$ cat src/rtl/audio_mac_sched.sv
`default_nettype none
// ============================================================================
// Module      : audio_mac_sched
// Description : Frame scheduler time-sharing one biquad MAC across channels
//               and filter stages (stage-major, channel-minor job order).
//               Optional stats: define AUDIO_SCHED_STATS_EN for busy_peak.
// Revision    : 1.0 - initial release
// ============================================================================
module audio_mac_sched #(
    parameter int STAGES   = 2,
    parameter int CHANNELS = 2,
    parameter int TAPS     = 5,
    parameter int MAC_LAT  = 3
) (
    input  logic              clk,
    input  logic              reset_n,
    input  logic              sample_ce,
    input  logic [STAGES-1:0] en,
    output logic              mac_clr,
    output logic              mac_en,
    output logic              sel_ch,
    output logic [1:0]        sel_stage,
    output logic [2:0]        sel_tap,
    output logic              acc_valid,
    output logic              busy,
    output logic              done,
    output logic              overrun,
    input  logic              overrun_clr,
    output logic [15:0]       busy_peak
);

    localparam logic [2:0] c_S_IDLE  = 3'd0;
    localparam logic [2:0] c_S_LOAD  = 3'd1;
    localparam logic [2:0] c_S_RUN   = 3'd2;
    localparam logic [2:0] c_S_DRAIN = 3'd3;
    localparam logic [2:0] c_S_WB    = 3'd4;

    localparam logic [2:0] c_TAP_LAST = 3'(TAPS - 1);
    localparam logic [2:0] c_LAT_LAST = 3'(MAC_LAT - 1);
    localparam logic       c_CH_LAST  = 1'(CHANNELS - 1);

    logic [2:0]        r_state;
    logic [2:0]        w_state_nxt;
    logic [2:0]        r_cnt;
    logic              r_ch;
    logic [1:0]        r_stage;
    logic [STAGES-1:0] r_en_snap;
    logic              r_overrun;
    logic              r_done_empty;

    logic              w_en_any;
    logic [1:0]        w_first_stage;
    logic [1:0]        w_next_stage;
    logic              w_has_next;
    logic              w_final_wb;
    logic              w_accept;
    logic              w_start;
    logic              w_busy;

    assign w_en_any = |en;

    // Lowest enabled stage of the incoming enable vector starts the frame.
    always_comb begin
        w_first_stage = 2'd0;
        for (int i = STAGES - 1; i >= 0; i--) begin
            if (en[i]) begin
                w_first_stage = 2'(i);
            end
        end
    end

    // Lowest snapshotted stage above the current one is the next stage to run.
    always_comb begin
        w_has_next   = 1'b0;
        w_next_stage = 2'd0;
        for (int i = STAGES - 1; i >= 0; i--) begin
            if (r_en_snap[i] && (i > int'(r_stage))) begin
                w_has_next   = 1'b1;
                w_next_stage = 2'(i);
            end
        end
    end

    assign w_busy     = (r_state != c_S_IDLE);
    assign w_final_wb = (r_state == c_S_WB) && (r_ch == c_CH_LAST) && !w_has_next;
    assign w_accept   = sample_ce && ((r_state == c_S_IDLE) || w_final_wb);
    assign w_start    = w_accept && w_en_any;

    always_ff @(posedge clk or negedge reset_n) begin
        if (!reset_n) begin
            r_state <= c_S_IDLE;
        end else begin
            r_state <= w_state_nxt;
        end
    end

    always_comb begin
        w_state_nxt = r_state;
        case (r_state)
            c_S_IDLE: begin
                if (w_start) begin
                    w_state_nxt = c_S_LOAD;
                end
            end
            c_S_LOAD: begin
                w_state_nxt = c_S_RUN;
            end
            c_S_RUN: begin
                if (r_cnt == c_TAP_LAST) begin
                    w_state_nxt = c_S_DRAIN;
                end
            end
            c_S_DRAIN: begin
                if (r_cnt == c_LAT_LAST) begin
                    w_state_nxt = c_S_WB;
                end
            end
            c_S_WB: begin
                if (!w_final_wb || w_start) begin
                    w_state_nxt = c_S_LOAD;
                end else begin
                    w_state_nxt = c_S_IDLE;
                end
            end
            default: begin
                w_state_nxt = c_S_IDLE;
            end
        endcase
    end

    always_comb begin
        mac_clr   = (r_state == c_S_LOAD);
        mac_en    = (r_state == c_S_RUN);
        sel_tap   = (r_state == c_S_RUN) ? r_cnt : 3'd0;
        acc_valid = (r_state == c_S_WB);
        busy      = w_busy;
        done      = w_final_wb || r_done_empty;
        sel_ch    = r_ch;
        sel_stage = r_stage;
        overrun   = r_overrun;
    end

    always_ff @(posedge clk or negedge reset_n) begin
        if (!reset_n) begin
            r_cnt        <= 3'd0;
            r_ch         <= 1'b0;
            r_stage      <= 2'd0;
            r_en_snap    <= '0;
            r_overrun    <= 1'b0;
            r_done_empty <= 1'b0;
        end else begin
            // An accepted frame with nothing enabled completes on the following cycle.
            r_done_empty <= w_accept && !w_en_any;

            case (r_state)
                c_S_RUN:   r_cnt <= (r_cnt == c_TAP_LAST) ? 3'd0 : r_cnt + 3'd1;
                c_S_DRAIN: r_cnt <= r_cnt + 3'd1;
                default:   r_cnt <= 3'd0;
            endcase

            if (w_start) begin
                r_en_snap <= en;
                r_ch      <= 1'b0;
                r_stage   <= w_first_stage;
            end else if ((r_state == c_S_WB) && !w_final_wb) begin
                if (r_ch != c_CH_LAST) begin
                    r_ch <= r_ch + 1'b1;
                end else begin
                    r_ch    <= 1'b0;
                    r_stage <= w_next_stage;
                end
            end

            if (sample_ce && w_busy && !w_final_wb) begin
                r_overrun <= 1'b1;
            end else if (overrun_clr) begin
                r_overrun <= 1'b0;
            end
        end
    end

`ifdef AUDIO_SCHED_STATS_EN
    logic [15:0] r_busy_cnt;
    logic [15:0] r_busy_peak;
    logic [15:0] w_busy_cnt_inc;
    logic [15:0] w_peak_base;

    assign w_busy_cnt_inc = (r_busy_cnt == 16'hFFFF) ? r_busy_cnt : r_busy_cnt + 16'd1;
    assign w_peak_base    = overrun_clr ? 16'd0 : r_busy_peak;

    always_ff @(posedge clk or negedge reset_n) begin
        if (!reset_n) begin
            r_busy_cnt  <= 16'd0;
            r_busy_peak <= 16'd0;
        end else begin
            if (w_busy) begin
                r_busy_cnt <= w_final_wb ? 16'd0 : w_busy_cnt_inc;
            end
            // The count including the done cycle is the frame's full busy length.
            if (w_final_wb && (w_busy_cnt_inc > w_peak_base)) begin
                r_busy_peak <= w_busy_cnt_inc;
            end else begin
                r_busy_peak <= w_peak_base;
            end
        end
    end

    assign busy_peak = r_busy_peak;
`else
    assign busy_peak = 16'd0;
`endif

endmodule
`default_nettype wire
$ cat config.mk
export PLATFORM = sky130hd
export DESIGN_NAME = audio_mac_sched
export DESIGN_NICKNAME = d
export VERILOG_FILES = /design/src/rtl/audio_mac_sched.sv
export SDC_FILE = /design/constraint.sdc
export NUM_CORES = 1
export LEC_CHECK = 0
export BUFFER_PORTS_ARGS = -buffer_cell sky130_fd_sc_hd__buf_2
export CAP_MARGIN = 10
export CORE_MARGIN = 1.5
export CORE_UTILIZATION = 33
export CTS_CLUSTER_DIAMETER = 80
export DETAILED_ROUTE_END_ITERATION = 10
export GPL_TIMING_DRIVEN = 0
export HOLD_SLACK_MARGIN = 0.06
export SYNTH_ARGS = -nofsm -noshare
export SYNTH_HDL_FRONTEND = slang
export SYNTH_SLANG_ARGS = --single-unit
export TNS_END_PERCENT = 5
$ cat constraint.sdc
create_clock -name clk -period 1.05 [get_ports clk]
set_input_delay 0.105 -clock clk [delete_from_list [all_inputs] [get_ports clk]]
set_output_delay 0.105 -clock clk [all_outputs]
set_load 0.005 [all_outputs]
==> results of run 1 <==
[cell usage after synthesis, drive strengths merged (2+ instances only)]
| master | instances |
|---|---|
| o21ai | 5 |
| a21oi | 2 |
| nand2 | 5 |
| nand3 | 3 |
| nor3 | 4 |
| buf | 18 |
| nor2 | 5 |
| ha | 3 |
| inv | 7 |
| and3 | 4 |
| dfrtp | 11 |
[metal layers]
metal / vias to the layer above / GRT usage / part of all wire
met5: - / 0 / 0
met4: 0 / 0.05405 / 0.014
met3: 4 / 0.06845 / 0.086
met2: 28 / 0.2061 / 0.46
met1: 300 / 0.1691 / 0.44
li1: 331 / - / -
[final timing paths]
kind,from,end,slack [ns]
max,r_state[2],done,-0.31
min,en[1],sel_stage[0],0.09
max reg2reg,r_state[1],r_en_snap[1],-0.27
min reg2reg,r_state[2],r_state[1],0.52
max in group asynchronous,reset_n,sel_ch,0.59
min in group asynchronous,reset_n,r_state[2],0.23
[area by class of cell]
| class | instances | area, µm² | share of cell area |
|---|---|---|---|
| buffer | 18 | 138.9 | 0.1295 |
| clock buffer | 4 | 26.28 | 0.02450 |
| sequential | 11 | 279.0 | 0.2602 |
| multi-input combinational | 61 | 407.9 | 0.3804 |
| inverter | 7 | 26.28 | 0.02450 |
| tap | 28 | 35.03 | 0.03267 |
| timing repair buffer | 25 | 158.9 | 0.1482 |
[timing repair]
| item | CTS | global route |
|---|---|---|
| gates resized for setup | 9 | 5 |
| hold buffers | 2 | 0 |
| buffers inserted | 5 | 2 |
| pin swaps | 5 | 1 |
| hold endpoints to repair | 12 | 0 |
| endpoints found under the setup margin | 18 | 20 |
[power by group through the flow]
stage          logic (mW)  registers [mW]  clock network (mW)
6_report             1.12           0.751               0.294
2_1_floorplan       0.655           0.718                   0
4_1_cts              1.05           0.737               0.314
3_3_place_gp        0.896           0.742                   0
5_1_grt              1.26           0.774               0.337
3_5_place_dp        0.910           0.748                   0
[logic make-up after synthesis]
group | after synthesis
multiplexers | 1
buffers and inverters | 25
flip-flops | 11
adder cells (fa/ha/maj) | 3
AO/OA/AOI/OAI | 13
other | 1
AND/OR/NAND/NOR | 27
[flip-flops by register name, indices dropped and copies added, names as in the netlist]
signal        flops
sel_stage         1
r_en_snap         1
sel_ch            1
r_done_empty      1
r_state           3
r_cnt             3
overrun           1
[placed cells by master (no fill, tap or decap), drive strengths merged]
cell type	instances
a21bo	1
a21boi	1
a21oi	2
a31o	1
a31oi	1
and2b	1
and3	4
and4b	1
buf	41
clkbuf	4
conb	17
dfrtp	11
dlygate4sd3	2
ha	3
inv	7
mux2	1
nand2	5
nand2b	1
nand3	3
nand4b	1
nor2	5
nor3	4
nor3b	1
nor4b	1
o21ai	5
o221a	1
o22ai	1
[worst min-delay path: stages]
cell and delay [ns]:
buf_2 0.11, nand3_2 0.07, a21boi_1 0.05
==> reports/summary.md, run 1 <==
## Run status
* finished, violations left — status
* negative setup slack — failing checks

## Routing
* 1.541 mm — wire length reported by the detailed router
* 0 — drc violations
* 0 — antenna violation net count after detailed routing
* 4.305 — routed vias/inst
* 663 — total via count in the routed design
* 18 — Iteration-0 DRC Markers
* 4 — first-pass detailed-route iteration total
* 10.01 µm — Wirelength per Cell

## Placement
* 940.9 µm² — placed cell area
* 141 — number of placed instances with taps included
* 16 — number of port buffers
* -0.1677 ns — dpl ws
* 0.7353 — GP Congestion
* 1.099 mm — HPWL Detailed

## Floorplan
* 0.002191 mm² — area of the core
* 34 — IO Pins
* 50.78 µm — x dimension of the die
* 50.78 µm — height of the die
* 17 — # rows
* 0.002578 mm² — die area
* 0.3438 — effective utilization at floorplan

## Timing
* 1.296 — fraction of the cycle the final worst path needs
* 0.005939 ns — clk_skew
* -0.3106 ns — post-route setup slack
* -3.229 ns — setup TNS
* 17 — Final setup violation count
* 735.0 MHz — maximum clock frequency
* 0.09431 ns — hold_ws
* 0 — max-slew violation count
* 1.361 ns — clock period minus worst slack
* 0 — Fin. Hold Viols
* true — RSZ-0062 raised after global routing

## Final layout
* 0 — n_diodes
* 206 — Filler cells
* 0.4894 — final core area utilization
* 42.36% — synthesis-to-layout area growth
* 0.5000 — share of post-route cells with drive strength above 1
* 136 — Final Net Count
* 154 — count of placed standard cells in the final layout, fillers left out
* 0.001072 mm² — Layout Cell Area excl Fill

## Pwr
* 0.5717 nW — reported leakage power
* 0.347 — relative contribution of sequential cells to total power
* 1390 µV — worst vdd ir
* 0.517 — relative contribution of combinational cells to total power
* 1.317 mW — Internal Dissipation
* 2016 mW/mm² — power density over the cells
* 2.162 mW — Total Power
* 0.136 — power share of the clock group
* 0.3910 — Net Sw Frac
* 0.8452 mW — switching power

## Clock tree
* 0.27 ns — Worst-Skew Late Latency
* 1 — CTS H-Tree Depth
* clkbuf_4 — Clock Root Buffer
* 11 — Clock Sink Count
* yes — CTS tree
* 0.07 ns — clock slew seen by the registers of the worst setup and hold paths
* 3 — Num CTS Buffers
* 2 — buffers from clock root to sink, at most

## Synth
* 0 — number of warnings printed during yosys synthesis
* dfrtp_1 37%, buf_4 17%, ha_1 5.0% — leading cell types by total area after synthesis
* simple AND/OR/NAND/NOR gates — largest family of logic cells by synthesized area
* 0.01495 — multiplexer share of the synthesized area
* 9.299 µm² — mean post-synth cell area
* 0.3654 — sequential element share of the synthesized area
* 0.1246 — area fraction in compound gates after synthesis
* dfrtp_1 — Primary FF master, synth
* 0.04983 — share of synthesized cell area in full adder, half adder and majority cells
* 0 — count of flip-flops with a built-in enable after synthesis
* 30 — Yosys cell types
* 81 — gate count after technology mapping
* dfrtp_1 — post-synth top area cell
* 0.2209 — Simple-Gate Fraction of Synth Area
* 11 — number of storage elements in the synthesis netlist
* 0 — XOR/XNOR share of the synthesized area
* 0.3654 — fraction of post-synthesis cell area in the top cell type by area
* 753.2 µm² — area of the mapped netlist
* 1.000 — Synth async-reset ratio

## Worst setup path
* 0.45 ns — delay contributed by the slowest stage of the critical path
* primary output — critical path capture point type
* flop to primary output — path type of the worst setup path
* dfrtp_2 — cell type of the slowest stage on the worst timing path
* 3 — critical path depth in cells
* nor3b_4, a31o_2, buf_2 — CP cell instances
* 1 — crit path buf inv count
* 0.94 ns — Req. time, crit path
* 6 — critical path peak fanout
* 5 — cell count of the worst reg-to-reg path
* flip-flops — CP delay by family, top
* flop — startpoint class of the critical path
* 1.26 ns — WP data arrival

## Min path
* primary input to flop — worst hold-check path type
* 3 — instance count along the most critical hold path

## Run
* 0 — max-cap viol count

## Global route
* 2.573 mm — first-pass GRT wire length
* 0 — total overflow reported by the global router
* 568 — number of global-route vias before repair
* 0.1380 — global-route total usage across every layer
* 12 — maximum number of pins on one net before global-route repair
* 0 — number of antenna violations at the first check in global routing

Power figures use the tool's default switching activity.
==> run 2, diff against run 1 <==
Settings changed: ABC_AREA set to 1.
==> reports/summary.md, run 2 <==
## Worst setup path
* 2 — critical path peak fanout, -4
* 0.38 ns — delay contributed by the slowest stage of the critical path, -0.07 ns
* flop to primary output — path type of the worst setup path
* dfrtp_1 — cell type of the slowest stage on the worst timing path
* inv_1, nand2_2, nand2_4, inv_2, nand2_2, inv_1, or2_1, buf_2 — CP cell instances
* 1.30 ns — WP data arrival, +0.04 ns
* flop — startpoint class of the critical path
* primary output — critical path capture point type
* 0.94 ns — Req. time, crit path, about the same
* 8 — critical path depth in cells, +5
* 8 — cell count of the worst reg-to-reg path, +3
* simple AND/OR/NAND/NOR gates — CP delay by family, top
* 4 — crit path buf inv count, +3

## Clock tree
* 0.27 ns — Worst-Skew Late Latency, about the same
* 1 — CTS H-Tree Depth, unchanged
* 2 — buffers from clock root to sink, at most, unchanged
* 0.07 ns — clock slew seen by the registers of the worst setup and hold paths, about the same
* yes — CTS tree
* clkbuf_4 — Clock Root Buffer
* 11 — Clock Sink Count, unchanged
* 3 — Num CTS Buffers, unchanged

## Synth
* 24 — Yosys cell types, -20%
* dfrtp_1 — Primary FF master, synth
* 0.3364 — fraction of post-synthesis cell area in the top cell type by area, -0.02906
* 11 — number of storage elements in the synthesis netlist, unchanged
* 0.3364 — sequential element share of the synthesized area, -0.02906
* 0 — count of flip-flops with a built-in enable after synthesis, unchanged
* buf_4 — cell with the most instances after synthesis
* 102 — gate count after technology mapping, +26%
* 818.3 µm² — area of the mapped netlist, +8.6%
* 0 — number of warnings printed during yosys synthesis, unchanged
* 17 x buf_4, 16 x inv_1, 12 x nand2_1, 11 x dfrtp_1, 11 x nor2_1 — most numerous cell types in the synthesized netlist
* 8.022 µm² — mean post-synth cell area, -14%
* dfrtp_1 34%, buf_4 16%, inv_1 7.3% — leading cell types by total area after synthesis
* 1.000 — Synth async-reset ratio, unchanged
* dfrtp_1 — post-synth top area cell

## Timing
* true — RSZ-0062 raised after global routing
* -3.086 ns — setup TNS, +0.1435 ns
* -0.3515 ns — post-route setup slack, -0.04093 ns
* 0 — max-slew violation count, unchanged
* 713.5 MHz — maximum clock frequency, -2.9%
* 1.335 — fraction of the cycle the final worst path needs, +0.03898
* 0.0008511 ns — clk_skew, -0.005088 ns
* 15 — Final setup violation count, -2
* 0 — Fin. Hold Viols, unchanged
* 1.402 ns — clock period minus worst slack, +0.04093 ns

## Routing
* 4.057 — routed vias/inst, -5.8%
* 1.598 mm — wire length reported by the detailed router, +3.7%
* 0 — antenna violation net count after detailed routing, unchanged
* 706 — total via count in the routed design, +6.5%
* 14 — Iteration-0 DRC Markers, -4
* 0 — drc violations, unchanged
* 9.184 µm — Wirelength per Cell, -8.2%
* 4 — first-pass detailed-route iteration total, unchanged

## Final layout
* 0.5068 — share of post-route cells with drive strength above 1, +0.006849
* 156 — Final Net Count, +15%
* 245 — Filler cells, +19%
* r_cnt x3, r_state x3 — largest registers ranked by flip-flop count
* 22 x buf_4, 17 x conb_1, 16 x buf_2 — most frequent cells in the layout
* 39.30% — synthesis-to-layout area growth
* 0 — n_diodes, unchanged
* buf_4 — most common cell after layout, fill and taps aside

## Global route
* 12 — maximum number of pins on one net before global-route repair, unchanged
* 0 — number of antenna violations at the first check in global routing, unchanged
* 611 — number of global-route vias before repair, +7.6%
* 2.580 mm — first-pass GRT wire length, +0.27%
* 0 — total overflow reported by the global router, unchanged
* 0.1297 — global-route total usage across every layer, -0.008333

## Floorplan
* 52.80 µm — x dimension of the die, +4.0%
* 34 — IO Pins, unchanged
* 52.80 µm — height of the die, +4.0%
* 17 — # rows, unchanged
* 0.002276 mm² — area of the core, +3.9%
* 0.002787 mm² — die area, +8.1%
* 0.3595 — effective utilization at floorplan, +0.01573

## Placement
* 0.8193 — GP Congestion, +11%
* 1.136 mm — HPWL Detailed, +3.4%
* 16 — number of port buffers, unchanged

## Pwr
* 2248 mW/mm² — power density over the cells, +11%
* 0.6322 nW — reported leakage power, +11%
* 2.562 mW — Total Power, +19%
* 1395 µV — worst vdd ir, +0.36%

## Min path
* primary input to flop — worst hold-check path type
* 3 — instance count along the most critical hold path, unchanged

## Run status
* finished, violations left — status
* negative setup slack — failing checks

## Run
* 0 — max-cap viol count, unchanged

-- run 2: path summary, 6_finish.rpt --
kind / start / to / slack [ns]
max: sel_stage[0] / done / -0.35
min: sample_ce / r_done_empty / 0.09
max reg2reg: r_state[0] / r_state[0] / -0.23
min reg2reg: r_cnt[0] / r_cnt[0] / 0.47
max in group asynchronous: reset_n / r_state[1] / 0.60
min in group asynchronous: reset_n / r_cnt[0] / 0.23
-- run 2: per-layer routing --
layer / share of wire / vias up / track usage
li1: - / 366 / -
met1: 0.42 / 312 / 0.1443
met3: 0.075 / 2 / 0.05143
met5: 0 / - / 0
met2: 0.50 / 26 / 0.2250
met4: 0.0069 / 0 / 0.03846
-- run 2: final cells by class --
type	count	area (µm²)	share of cell area
well taps	28	35.03	0.03074
plain buffers	17	127.6	0.1120
clock buffers	4	26.28	0.02305
inverters	18	70.07	0.06147
multi-input cells	72	452.9	0.3974
flip-flops and latches	11	279.0	0.2448
repair buffers	24	148.9	0.1306
-- run 2: power by group --
part	internal, mW	total [mW]	switching (mW)
clock	0.147	0.297	0.150
combinational	0.682	1.52	0.839
sequential	0.591	0.744	0.153
-- run 2: through the flow --
| stage | worst slack, ns | std cells | util | cell area, µm² | hold slack (ns) |
|---|---|---|---|---|---|
| floorplan | -0.1082 | 118 | - | 878.3 | -0.1906 |
| global placement | -0.1804 | 162 | 0.4365 | 993.5 | -0.009742 |
| detailed placement | -0.1990 | 162 | 0.4365 | 993.5 | -0.006918 |
| CTS | -0.3708 | 174 | 0.4893 | 1114 | 0.08308 |
| global route | -0.4604 | 174 | 0.5008 | 1140 | 0.09145 |
| finish | -0.3515 | 174 | 0.5008 | 1140 | 0.08621 |
-- run 2: repair_timing --
item	CTS	global route
resized for setup	12	7
pin swaps	2	2
hold endpoints to repair	12	0
hold buffers	2	0
setup endpoints to repair	19	18
buffers inserted	6	0
-- run 2: logic make-up after synthesis --
group / Yosys count / synth area share
buffers and inverters: 35 / 0.2385
other: 1 / 0.004583
flip-flops: 11 / 0.3364
XOR/XNOR: 1 / 0.01071
AND/OR/NAND/NOR: 42 / 0.2645
AO/OA/AOI/OAI: 9 / 0.09940
adder cells (fa/ha/maj): 3 / 0.04588
-- run 2: tightest hold or removal path, cell delays in order --
cell     delay [ns]
buf_2          0.13
nand2_1        0.06
nor2_1         0.03
